$ cat src/rtl/game_flow_fsm.sv
// Game-flow controller for Tetris: start / play / pause / over sequencing with
// edge-qualified keys, a board-clear pulse and a tick-timed end-screen hold.
module game_flow_fsm #(
    parameter int unsigned                KEYCODE_W       = 8,
    parameter logic        [KEYCODE_W-1:0] KEY_START       = 8'h2C,
    parameter logic        [KEYCODE_W-1:0] KEY_PAUSE       = 8'h13,
    parameter logic        [KEYCODE_W-1:0] KEY_RESTART     = 8'h15,
    parameter int unsigned                OVER_HOLD_TICKS = 120
) (
    input  logic                 Clk,
    input  logic                 Reset,
    input  logic [KEYCODE_W-1:0] keycode,
    input  logic                 tick,
    input  logic                 gameOver,
    output logic [1:0]           outputState,
    output logic                 playEnable,
    output logic                 clearBoard,
    output logic                 holdDone
);

    localparam int unsigned HoldW = (OVER_HOLD_TICKS > 0) ? $clog2(OVER_HOLD_TICKS + 1) : 1;
    localparam logic [HoldW-1:0] HoldLoad = HoldW'(OVER_HOLD_TICKS);

    // Encoding doubles as the screen-select code driven to the VGA mux.
    typedef enum logic [1:0] {
        StOver  = 2'b00,
        StStart = 2'b01,
        StPlay  = 2'b10,
        StPause = 2'b11
    } state_e;

    state_e               state_q, state_d;
    logic [KEYCODE_W-1:0] prev_key_q;
    logic [HoldW-1:0]     hold_cnt_q, hold_cnt_d;
    logic                 clear_board_q, clear_board_d;
    logic                 hit_start, hit_pause, hit_restart;
    logic                 hold_zero;

    assign hit_start   = (keycode == KEY_START)   && (prev_key_q != KEY_START);
    assign hit_pause   = (keycode == KEY_PAUSE)   && (prev_key_q != KEY_PAUSE);
    assign hit_restart = (keycode == KEY_RESTART) && (prev_key_q != KEY_RESTART);
    assign hold_zero   = (hold_cnt_q == '0);

    // State register
    always_ff @(posedge Clk or posedge Reset) begin
        if (Reset) begin
            state_q <= StStart;
        end else begin
            state_q <= state_d;
        end
    end

    // Next-state logic
    always_comb begin
        state_d = state_q;
        unique case (state_q)
            StStart: begin
                if (hit_start) begin
                    state_d = StPlay;
                end
            end
            StPlay: begin
                if (gameOver) begin
                    state_d = StOver;
                end else if (hit_pause) begin
                    state_d = StPause;
                end
            end
            StPause: begin
                if (hit_restart) begin
                    state_d = StStart;
                end else if (hit_pause) begin
                    state_d = StPlay;
                end
            end
            StOver: begin
                if (hold_zero && (hit_start || hit_restart)) begin
                    state_d = StStart;
                end
            end
            default: state_d = StStart;
        endcase
    end

    // Hold counter and clear-pulse next values; the load wins over a coincident tick.
    always_comb begin
        hold_cnt_d    = hold_cnt_q;
        clear_board_d = 1'b0;
        if ((state_q == StPlay) && (state_d == StOver)) begin
            hold_cnt_d = HoldLoad;
        end else if ((state_q == StOver) && tick && !hold_zero) begin
            hold_cnt_d = hold_cnt_q - HoldW'(1);
        end
        if ((state_q == StStart) && (state_d == StPlay)) begin
            clear_board_d = 1'b1;
        end
    end

    always_ff @(posedge Clk or posedge Reset) begin
        if (Reset) begin
            prev_key_q    <= '0;
            hold_cnt_q    <= '0;
            clear_board_q <= 1'b0;
        end else begin
            prev_key_q    <= keycode;
            hold_cnt_q    <= hold_cnt_d;
            clear_board_q <= clear_board_d;
        end
    end

    // Output decode
    always_comb begin
        outputState = state_q;
        playEnable  = (state_q == StPlay);
        holdDone    = (state_q == StOver) && hold_zero;
        clearBoard  = clear_board_q;
    end

endmodule

$ cat config.mk
export PLATFORM = sky130hd
export DESIGN_NAME = game_flow_fsm
export DESIGN_NICKNAME = d
export VERILOG_FILES = /design/src/rtl/game_flow_fsm.sv
export SDC_FILE = /design/constraint.sdc
export NUM_CORES = 1
export LEC_CHECK = 0
export CAP_MARGIN = 40
export CORE_MARGIN = 5
export CORE_UTILIZATION = 50
export CTS_BUF_LIST = sky130_fd_sc_hd__clkbuf_8
export DETAILED_ROUTE_END_ITERATION = 16
export PLACE_DENSITY = 0.77
export SYNTH_ARGS = -nofsm -noshare
export SYNTH_HDL_FRONTEND = slang
export SYNTH_SLANG_ARGS = --single-unit
$ cat constraint.sdc
create_clock -name Clk -period 3.2 [get_ports Clk]
set_clock_uncertainty 0.1 [all_clocks]
set_input_delay 0.64 -clock Clk [delete_from_list [all_inputs] [get_ports Clk]]
set_output_delay 0.64 -clock Clk [all_outputs]
set_load 0.005 [all_outputs]
-- After elaboration in Yosys (flattened, before gate mapping)
Cells that the tools add are included.
- muxes and demuxes: 10
- add/sub/neg operators: 1
- equal/unequal tests: 10
- reduce and logical (&&, ||, !) cells: 15
- operators with widths (kind ; number):
    8-bit by 5-bit == test with 1-bit output (second input constant) ; 2
    8-bit by 5-bit != test with 1-bit output (second input constant) ; 2
    7-bit two-way mux ; 2
    2-bit two-way mux ; 6
    1-bit logical AND ; 9
    8-bit by 6-bit == test with 1-bit output (second input constant) ; 1
    8-bit by 6-bit != test with 1-bit output (second input constant) ; 1
    2-bit one-hot mux with 4 select lines ; 1
    7-bit zero test ; 1
    7-bit by 1-bit subtractor with 7-bit output (second input constant) ; 1
    2-bit == test (second input constant) ; 3
    2-bit zero test ; 2
    2-bit by 1-bit == test with 1-bit output (second input constant) ; 1
    2-bit nonzero test ; 1
    1-bit zero test ; 1
    1-bit logical OR ; 1
    1-bit two-way mux ; 1
- output and inout bits: 5
- flip-flop bits (word level): 18
- input port bits: 12

-- Logic depth before layout (Yosys ltp)
- depth in word-level cells: 9
- gate-level depth with buffers: 6

-- Worst setup path before layout
No wires, ideal clock.
- path type: reg2out
- from: register hold_cnt_q[2]
- to: output holdDone
- arrival: 1.237 ns
- slack: 1.223 ns
- required time: 2.460 ns
- stages on the path, launching flop included: 3
- cells stage by stage: dfrtp_1 or4_4 nor4_4
- longest elaborated chain between the ends: 2
- RTL lines (what ; line ; text):
    start: declaration ; 34 ; logic [HoldW-1:0] hold_cnt_q, hold_cnt_d;
    start signal: assignment ; 106 ; hold_cnt_q <= hold_cnt_d;
    7-bit zero test ; 42 ; assign hold_zero = (hold_cnt_q == '0);
    1-bit logical AND ; 115 ; holdDone = (state_q == StOver) && hold_zero;
    end: declaration ; 18 ; output logic holdDone
No other way between the ends.

-- Worst setup path after layout
- from: register hold_cnt_q[3]
- to: output holdDone
Same word-level chain as after synthesis.

==> metrics.cfg <==
[detailed_routing]
viasPerCell = 5.17
first_iter_violations = 0
wirelength_um = 1660
drc = 0
firstDrtPassIters = 1
avgRoutedWirePerCell_um = 14.1
ant_nets = 0
via_count = 610

[layout]
area_delta_synth_final_pct = 26.1
antennaDiodeCount = 0
multi_input_area_um2 = 440
final_layout_size_suffix_gt1_frac = 0.204
final_core_util = 0.662
seq_area_um2 = 452
fill_cells = 137
fin_nets = 108

[critical_path]
critPathRequiredTime_ps = 2460
r2r-start = hold_cnt_q[3]$_DFFE_PP0P_
ff2ff_path_depth = 4
worstSetupPathType = reg2out
cp.arrival_ps = 2070
critPathLaunchType = flip-flop
crit_fanout = 5
r2r_slack_ps = 1380
critical_path.endpoint_type = primary output
r2r-end = hold_cnt_q[4]$_DFFE_PP0P_

[timing]
max_freq_mhz = 356
hold_viol_final = 0
fin_tns_setup_ps = 0
rsz0062_at_grt = no
slew_viol_final = 0
min_period_ps = 2810
fin_hold_ws_ps = 467
setup_violations = 0
worst_pin_slew_ps = 662
fin_crit_sh = 0.878
slew_headroom = 0.558

[clock_network]
cts_tree = built
clock_path_buffers = 2
cts_resized = 0
hold_buffers = 0
post-cts-setup-buffer-count = 0
clock_sinks = 18
cts_root_buf = clkbuf_8
clk_pin_slew_ps = 60
clock_latency_ps = 250
cts_htree_levels = 1
cts_made_buffers = 3

[power]
p_total_mw = 0.679
leakage_nw = 0.464
ir_drop_mv = 0.438
p_per_area_mw_per_mm2 = 594

[grt]
track_usage = 0.143
first_global_vias = 671
met2_usage = 0.211
grt_first_pass_wirelength_um = 2880
grt_use_met1 = 0.205
met3_usage = 0.0285
grt_max_degree = 19
grt-ovfl-total = 0
gr-max-usage-layer = met2
grt_antenna_before_repair = 0

[placed_design]
dp_hpwl_um = 1320
port_buffers = 16
place.gp.congestion = 0.850

[die]
num_rows = 15
io_pins = 17
die_y_um = 52.6
chipWidth_um = 52.6
initial_utilization = 0.525
dieArea_mm2 = 0.00277
coreArea_mm2 = 0.00173

[yosys]
syn_inst = 73
ys_top_cells_by_area = dfrtp_1 47%, mux2i_1 4.4%, a211oi_2 4.1%, dfstp_2 2.9%, nor2_1 2.9%
synth-seq-area-share = 0.498
ys_types = 36
synth_fp_nets = 87
async_flop_share = 1.00
synth_top_area_cell = dfrtp_1
yosys_warnings = 0
synthTopCellsByCount = 17 x dfrtp_1, 7 x nor2_1, 4 x mux2i_1
synth_top_area_share = 0.469
syn-cell-area_um2 = 907
synth_top_flop_cell = dfrtp_1
synth.most_common_cell = dfrtp_1
ys_ff_latch = 18
syn_area_per_cell_um2 = 12.4
synth_edf_count = 0

[job]
cap_viol_max_count = 0

[run_status]
outcome = finished, final reports clean

[worst_hold_path]
holdPathStages = 1
hp-start = hold_cnt_q[4]$_DFFE_PP0P_
hold_end = hold_cnt_q[4]$_DFFE_PP0P_
min_path_type = reg2reg

==> metal layers <==
| metal | share of wire | routed length, µm | vias to the layer above |
|---|---|---|---|
| met2 | 0.41 | 686 | 11 |
| met3 | 0.036 | 59 | 2 |
| met5 | 0 | 0 | - |
| met4 | 0.011 | 19 | 0 |
| met1 | 0.54 | 892 | 290 |
| li1 | - | - | 307 |
==> sequential cells by signal (all words and copies together), names as in the netlist <==
register and cells:
hold_cnt_q 7, clearBoard 1, prev_key_q 8, outputState 2
==> final cells by class <==
class                   instances  share of cell area
clock buffers                   3              0.0361
multi-input cells              51               0.385
flip-flops and latches         18               0.395
clock inverters                 1             0.00328
well taps                      25              0.0274
inverters                       4              0.0131
repair buffers                 16               0.140
==> cell families (layout without fill, tap and decap cells) <==
group                      after synthesis  count (layout)  synth area share
xor gates and xnor gates                 3               3            0.0290
buffers and inverters                    4              24            0.0165
AOI/OAI and AO/OA                       13              13             0.132
muxes                                    4               4            0.0441
adders and majority gates                2               2            0.0276
and+or+nand+nor                         29              29             0.252
DFF                                     18              18             0.498
==> power breakdown <==
part | internal, mW | total, mW | switching (mW)
combinational | 0.0946 | 0.188 | 0.0935
clock | 0.0851 | 0.158 | 0.0726
sequential | 0.281 | 0.333 | 0.0525
total | 0.460 | 0.679 | 0.219
==> worst max path at each step <==
| stage | start | end |
|---|---|---|
| global route | hold_cnt_q[3]$_DFFE_PP0P_ | holdDone |
| CTS | hold_cnt_q[2]$_DFFE_PP0P_ | holdDone |
| detailed placement | hold_cnt_q[2]$_DFFE_PP0P_ | holdDone |
| finish | hold_cnt_q[3]$_DFFE_PP0P_ | holdDone |
| floorplan | hold_cnt_q[2]$_DFFE_PP0P_ | holdDone |
| global placement | hold_cnt_q[2]$_DFFE_PP0P_ | holdDone |
==> metrics by stage <==
stage / setup WS, ps / cells / instance area [µm²]
floorplan: 1220 / 73 / 907
detailed placement: 637 / 114 / 1100
finish: 389 / 118 / 1140
global route: 289 / 118 / 1140
global placement: 682 / 114 / 1100
CTS: 359 / 118 / 1140
==> placed cells by master (no fill, tap or decap), types with 2 or more instances in the layout <==
cell | netlist | final
o211ai_2 | 2 | 2
xor2_1 | 2 | 2
nand2b_1 | 2 | 2
dfrtp_1 | 17 | 17
a211oi_2 | 3 | 3
nor4b_1 | 2 | 2
clkdlybuf4s50_1 | 0 | 16
nand2_1 | 2 | 2
or4b_1 | 2 | 2
ha_1 | 2 | 2
mux2i_1 | 4 | 4
inv_1 | 3 | 4
nor2_1 | 7 | 7
clkbuf_8 | 0 | 3
and2_1 | 2 | 2
==> critical path, stage by stage (launching register included) <==
cell and delay (ps):
dfrtp_1 430, or4_4 590, nor4_4 260, clkdlybuf4s50_1 550
No activity file was read; power rests on OpenSTA's default activity.
